### config.mk
export PLATFORM = sky130hd
export DESIGN_NAME = store_buffer
export DESIGN_NICKNAME = d
export VERILOG_FILES = /design/src/rtl/store_buffer_pkg.sv /design/src/rtl/store_buffer_match.sv /design/src/rtl/store_buffer.sv
export SDC_FILE = /design/constraint.sdc
export NUM_CORES = 2
export LEC_CHECK = 0
export BUFFER_PORTS_ARGS = -buffer_cell sky130_fd_sc_hd__buf_2
export CAP_MARGIN = 20
export CORE_ASPECT_RATIO = 0.6
export CORE_MARGIN = 2
export CORE_UTILIZATION = 30
export CTS_BUF_LIST = sky130_fd_sc_hd__clkbuf_4 sky130_fd_sc_hd__clkbuf_8
export DETAILED_ROUTE_END_ITERATION = 8
export PLACE_DENSITY = 0.49
export SLEW_MARGIN = 20
export SYNTH_ARGS = -nofsm -noshare
export SYNTH_HDL_FRONTEND = slang
export SYNTH_SLANG_ARGS = --single-unit
### constraint.sdc
create_clock -name clk_i -period 16.5 [get_ports clk_i]
set_input_delay 4.95 -clock clk_i [delete_from_list [all_inputs] [get_ports clk_i]]
set_output_delay 4.95 -clock clk_i [all_outputs]
set_load 0.01 [all_outputs]
### src/rtl/store_buffer_pkg.sv
// Shared types and constants for the store buffer and its match logic.
package store_buffer_pkg;

    localparam int SB_DEPTH = 4;
    localparam int ADDR_W   = 32;
    localparam int DATA_W   = 32;

    // Last byte offset covered by a full-word access.
    localparam logic [ADDR_W:0] WORD_SPAN = (ADDR_W+1)'(3);

    // One buffered store: valid flag plus word address and data.
    typedef struct packed {
        logic              valid;
        logic [ADDR_W-1:0] addr;
        logic [DATA_W-1:0] data;
    } sbEntry_t;

    // What the data memory port is doing this cycle.
    typedef enum logic [1:0] {
        DM_IDLE  = 2'd0,
        DM_DRAIN = 2'd1,
        DM_LOAD  = 2'd2
    } dmOp_e;

    // True when the 4-byte windows starting at a and b share any byte.
    // Widened by one bit so a window near the top of memory cannot wrap.
    function automatic logic wordsOverlap(input logic [ADDR_W-1:0] a,
                                          input logic [ADDR_W-1:0] b);
        logic [ADDR_W:0] wa;
        logic [ADDR_W:0] wb;
        wa = {1'b0, a};
        wb = {1'b0, b};
        return (wa <= wb + WORD_SPAN) && (wb <= wa + WORD_SPAN);
    endfunction

endpackage

### src/rtl/store_buffer_match.sv
// Compares a load address against every buffered store: reports the
// youngest exact hit and whether any entry only partially overlaps.
module store_buffer_match
    import store_buffer_pkg::*;
#(
    parameter int DEPTH = SB_DEPTH
) (
    input  sbEntry_t                   i_entries [DEPTH],
    input  logic [$clog2(DEPTH)-1:0]   i_head,
    input  logic [ADDR_W-1:0]          i_addr,
    output logic                       o_hit,
    output logic [DATA_W-1:0]          o_hitData,
    output logic                       o_overlap
);

    localparam int PTR_W = $clog2(DEPTH);

    logic [PTR_W-1:0] w_idx;

    // Walk entries oldest to youngest from head so the last exact hit wins.
    always_comb begin
        o_hit     = 1'b0;
        o_hitData = '0;
        o_overlap = 1'b0;
        w_idx     = '0;
        for (int k = 0; k < DEPTH; k++) begin
            w_idx = i_head + PTR_W'(k);
            if (i_entries[w_idx].valid) begin
                if (i_entries[w_idx].addr == i_addr) begin
                    o_hit     = 1'b1;
                    o_hitData = i_entries[w_idx].data;
                end else if (wordsOverlap(i_entries[w_idx].addr, i_addr)) begin
                    o_overlap = 1'b1;
                end
            end
        end
    end

endmodule

### src/rtl/store_buffer.sv
// Circular store buffer between the MEM stage and data memory: queues
// stores, drains them when the memory port is free, forwards exact hits.
module store_buffer
    import store_buffer_pkg::*;
#(
    parameter int DEPTH = SB_DEPTH
) (
    input  logic                       clk_i,
    input  logic                       rst_i,
    input  logic                       memread_i,
    input  logic                       memwrite_i,
    input  logic [ADDR_W-1:0]          memaddr_i,
    input  logic [DATA_W-1:0]          writedata_i,
    input  logic                       fence_i,
    output logic [DATA_W-1:0]          memdata_o,
    output logic                       stall_o,
    output logic [$clog2(DEPTH):0]     count_o,
    output logic                       dm_memread_o,
    output logic                       dm_memwrite_o,
    output logic [ADDR_W-1:0]          dm_memaddr_o,
    output logic [DATA_W-1:0]          dm_writedata_o,
    input  logic [DATA_W-1:0]          dm_memdata_i
);

    localparam int PTR_W = $clog2(DEPTH);
    localparam int CNT_W = PTR_W + 1;

    sbEntry_t          r_entries [DEPTH];
    logic [PTR_W-1:0]  r_head;
    logic [PTR_W-1:0]  r_tail;
    logic [CNT_W-1:0]  r_count;

    logic              w_load;
    logic              w_hit;
    logic              w_overlap;
    logic              w_overlapStall;
    logic              w_notEmpty;
    logic              w_full;
    logic              w_drain;
    logic              w_stall;
    logic              w_enq;
    logic [DATA_W-1:0] w_hitData;
    dmOp_e             w_dmOp;

    store_buffer_match #(.DEPTH(DEPTH)) u_match (
        .i_entries (r_entries),
        .i_head    (r_head),
        .i_addr    (memaddr_i),
        .o_hit     (w_hit),
        .o_hitData (w_hitData),
        .o_overlap (w_overlap)
    );

    // A request with both read and write set is a store; its load half is dropped.
    assign w_load         = memread_i & ~memwrite_i;
    assign w_overlapStall = w_load & w_overlap;
    assign w_notEmpty     = (r_count != '0);
    assign w_full         = (r_count == CNT_W'(DEPTH));

    // The port is free whenever no load is asked for; overlap and fence force it.
    assign w_drain = w_notEmpty & (~memread_i | w_overlapStall | fence_i);

    // Full only blocks a store that cannot make room; a load on a full
    // buffer must not stall, since it would never let the buffer drain.
    assign w_stall = (w_full & memwrite_i & ~w_drain)
                   | w_overlapStall
                   | (fence_i & w_notEmpty);

    assign w_enq   = memwrite_i & ~w_stall;
    assign stall_o = w_stall;
    assign count_o = r_count;

    // Choose what the data memory port does: drain beats load beats idle.
    always_comb begin
        w_dmOp         = DM_IDLE;
        dm_memread_o   = 1'b0;
        dm_memwrite_o  = 1'b0;
        dm_memaddr_o   = '0;
        dm_writedata_o = '0;
        if (w_drain) begin
            w_dmOp = DM_DRAIN;
        end else if (w_load) begin
            w_dmOp = DM_LOAD;
        end
        case (w_dmOp)
            DM_DRAIN: begin
                dm_memwrite_o  = 1'b1;
                dm_memaddr_o   = r_entries[r_head].addr;
                dm_writedata_o = r_entries[r_head].data;
            end
            DM_LOAD: begin
                dm_memread_o = 1'b1;
                dm_memaddr_o = memaddr_i;
            end
            default: begin
                dm_memread_o = 1'b0;
            end
        endcase
    end

    // Load data: forwarded buffer hit, else memory, zero when stalled or no load.
    always_comb begin
        memdata_o = '0;
        if (w_load && !w_stall) begin
            memdata_o = w_hit ? w_hitData : dm_memdata_i;
        end
    end

    // FIFO state: pop at head on drain, push at tail on an accepted store.
    always_ff @(posedge clk_i or posedge rst_i) begin
        if (rst_i) begin
            for (int i = 0; i < DEPTH; i++) begin
                r_entries[i] <= '0;
            end
            r_head  <= '0;
            r_tail  <= '0;
            r_count <= '0;
        end else begin
            if (w_drain) begin
                r_entries[r_head].valid <= 1'b0;
                r_head                  <= r_head + PTR_W'(1);
            end
            if (w_enq) begin
                r_entries[r_tail] <= {1'b1, memaddr_i, writedata_i};
                r_tail            <= r_tail + PTR_W'(1);
            end
            r_count <= r_count + CNT_W'(w_enq) - CNT_W'(w_drain);
        end
    end

endmodule

==> flow_summary.yaml <==
cts:
  postCtsHoldBufs: 0
  cts_repair_resize_count: 0
  cts_tree: "built"
  cts_max_path_buffers: 3
  cts_sinks: 267
  htree_levels: 2
  clk_latency_ns: 0.68
  post_cts_setup_inserts: 0
  clkSlewWorstSetupHoldPaths_ns: 0.06
  clock_root_cell: "clkbuf_8"
  cts_made_buffers: 50
floorplan:
  initial_utilization_pct: 30.4
  floorplan.core_area_um2: 96500
  floorplan.die.height_um: 246
  ios: 203
  row_count: 88
  design.die.area_um2: 100000
  dieWidth_um: 407
timing:
  fin_ws_ns: 0.352
  skew_ns: 0.0348
  layout_min_cycle_time_ns: 16.15
  timing.final.hold_violations: 0
  fin_crit_sh_pct: 97.9
  rsz0062_at_grt: "false"
  final_max_slew_viol_count: 0
  timing.fmax_mhz: 61.9
  timing.final.setup_violations: 0
  setup_total_negative_slack_ns: 0
  final_hold_slack_ns: 0.555
  slew_headroom_pct: 19.0
  worst-slew-pin-transition_ns: 1.18
global_route:
  globalRouteOverflowTotal: 0
  number_of_antenna_violations_at_the_first_check_in_global_routing: 6
  grt_util_all_layers_pct: 23.7
  grt_pass1_vias: 23200
  grt_start_max_net_pins: 80
  grt_first_pass_wirelength_um: 174000
synthesis:
  ys_async_sr_fraction_pct: 100
  synth_cells: 2865
  synthesized_area_divided_by_synthesized_cell_count_um2: 10.2
  yosys.area.top_type_share_pct: 22.8
  synth-seq-cells: 267
  yosysSeqAreaShare_pct: 22.8
  most_used_flip_flop_cell_after_synthesis: "dfrtp_1"
  syn-num-nets: 3234
  synth_area_um2: 29300
  netlist_top_cells_area: "dfrtp_1 23%, mux4_2 17%, ha_1 11%"
  synth_area_leader_cell: "dfrtp_1"
  synth-edff-count: 0
  ys.warnings.count: 0
  number_of_unique_standard_cell_types_used_by_synthesis: 80
worst_setup_path:
  ff_to_ff_setup_slack_ns: 6.60
  cpMaxStageDelayCell: "nor4_1"
  worst-endpoint-required_ns: 11.55
  r2r_start: "r_head[1]"
  worstPathCellList: "buf_2, inv_2, a21oi_1, and3_1, nand2_1, nor2_1, nand3_1, nor3_1, xnor2_1, ha_1, nand2_1, nor4_1, nand3_1, a31oi_1, nor4_1, nor3_1, a2111oi_2, nor4_4, a41o_4, a22o_1, buf_2"
  worst-setup-path-type: "primary input to output port"
  regToRegEndpoint: "count_o[2]"
  timing.critical_path.slowest_cell_delay_ns: 0.66
  critPathMaxFanout: 33
  worstRegToRegCells: 26
  cp.arrival_ns: 11.20
  timing.critical_path.from_type: "primary input"
  critical_path.endpoint_type: "output port"
flow_run:
  drv_cap: 0
drt:
  detail-route-antenna-nets: 0
  drt_pre_antenna_iters: 5
  routed_wl_um: 122000
  vias_after_detailed_routing: 25300
  detail_route.vias_per_cell: 5.83
  drc_markers: 0
  detail_route.wl_per_cell_um: 28.1
  drt_iter0_markers: 3005
worst_hold_path:
  min_path_type: "flip-flop to flip-flop"
  hold_path_startpoint: "r_entries[114]"
  worstHoldEndpoint: "r_entries[114]"
  min_delay_path_depth: 2
finish:
  fillerInstances: 9950
  final_net_count: 3360
  area_growth_pct: 11.5
  multi_input_comb_area_um2: 21500
  sequential_cell_area_um2: 6690
  post_route_cells_drive_above_1_share_pct: 27.9
placed_design:
  buffer_ports.inserted: 202
  detailedPlacementHpwl_um: 91600
  gp_routability_congestion: 0.999
  dp_worst_setup_slack_ns: 0.661
run_status:
  outcome: "finished clean"
[cell usage after synthesis (33+ instances only)]
library cell,number
a22o_1,33
nor2b_1,54
inv_1,49
o21ai_0,105
nand2_1,254
a21oi_1,124
xor2_1,103
and2_1,41
nand3_1,68
ha_1,267
nand3b_1,35
xnor2_1,147
nand4_1,86
nor2_1,139
mux2i_1,99
clkbuf_1,98
nor3_1,34
mux2_2,225
dfrtp_1,267
mux4_2,224
[state kept, by name (all words and copies together), names as in the netlist]
signal,count
r_entries,260
r_tail,2
count_o,3
r_head,2
[metal layers]
metal,track usage (%),wire (µm),vias to the layer above
li1,-,-,11200
met1,37.2,60000,12800
met2,29.9,45300,1180
met3,8.98,14800,102
met4,3.21,1400,6
met5,1.25,145,-
[final cells by class]
| type | instances | share of cell area (%) |
|---|---|---|
| Inverter | 57 | 0.678 |
| Multi-Input combinational cell | 2345 | 65.8 |
| Timing Repair Buffer | 270 | 4.77 |
| Antenna cell | 1 | 0.00766 |
| Tap cell | 1305 | 5.00 |
| Clock inverter | 15 | 0.525 |
| Sequential cell | 267 | 20.5 |
| Clock buffer | 73 | 2.79 |
[cells by family (layout without fill, tap and decap cells)]
group                    count (synthesis)  after routing  share of synthesized area [%]
multiplexers                           550            550                           29.3
AND/OR/NAND/NOR                        812            812                           14.1
flip-flops                             267            267                           22.8
other                                    0              1                              0
buffers and inverters                  253            415                           4.14
AO/OA/AOI/OAI                          465            465                           10.6
XOR/XNOR                               250            250                           7.48
adder cells (fa/ha/maj)                268            268                           11.5
[cells in the final DEF, fill, tap and decap left out, types with 99 or more instances in the layout]
| master | count |
|---|---|
| ha_1 | 266 |
| o21ai_0 | 105 |
| nand2_1 | 250 |
| nor2_1 | 138 |
| mux2i_1 | 99 |
| a21oi_1 | 123 |
| dfrtp_1 | 265 |
| xor2_1 | 103 |
| mux4_2 | 224 |
| mux2_2 | 225 |
| xnor2_1 | 147 |
| buf_2 | 202 |
[critical path: cells and delay by family]
kind                     cells  cell delay, ns
buffers and inverters        3            0.65
AND/OR/NAND/NOR             11            3.31
AO/OA/AOI/OAI                5            1.58
XOR/XNOR                     1            0.24
adder cells (fa/ha/maj)      1            0.40
[metrics by stage]
step | instances | area [µm²] | utilization (%)
2_1_floorplan | 2865 | 29300 | -
3_3_place_gp | 4244 | 31600 | 32.7
3_5_place_dp | 4244 | 31600 | 32.7
4_1_cts | 4332 | 32700 | 33.9
5_1_grt | 4332 | 32700 | 33.9
6_report | 4333 | 32700 | 33.9
[how the worst max path moves through the flow]
| stage | from | endpoint | slack (ns) | depth (start not counted) |
|---|---|---|---|---|
| final | memaddr_i[1] | dm_memaddr_o[4] | 0.35 | 21 |
| after global routing | memaddr_i[1] | dm_memaddr_o[4] | 0.09 | 21 |
| after CTS | memaddr_i[1] | dm_memaddr_o[4] | 0.64 | 21 |
| after detailed placement | memaddr_i[1] | dm_memaddr_o[4] | 0.66 | 21 |
| after global placement | memaddr_i[1] | dm_memaddr_o[4] | 0.88 | 22 |
| after floorplan | memaddr_i[2] | dm_memaddr_o[13] | 1.83 | 22 |
Power is not shown: default switching activity piles up to over one toggle a cycle in this logic, so the estimate is an artifact.
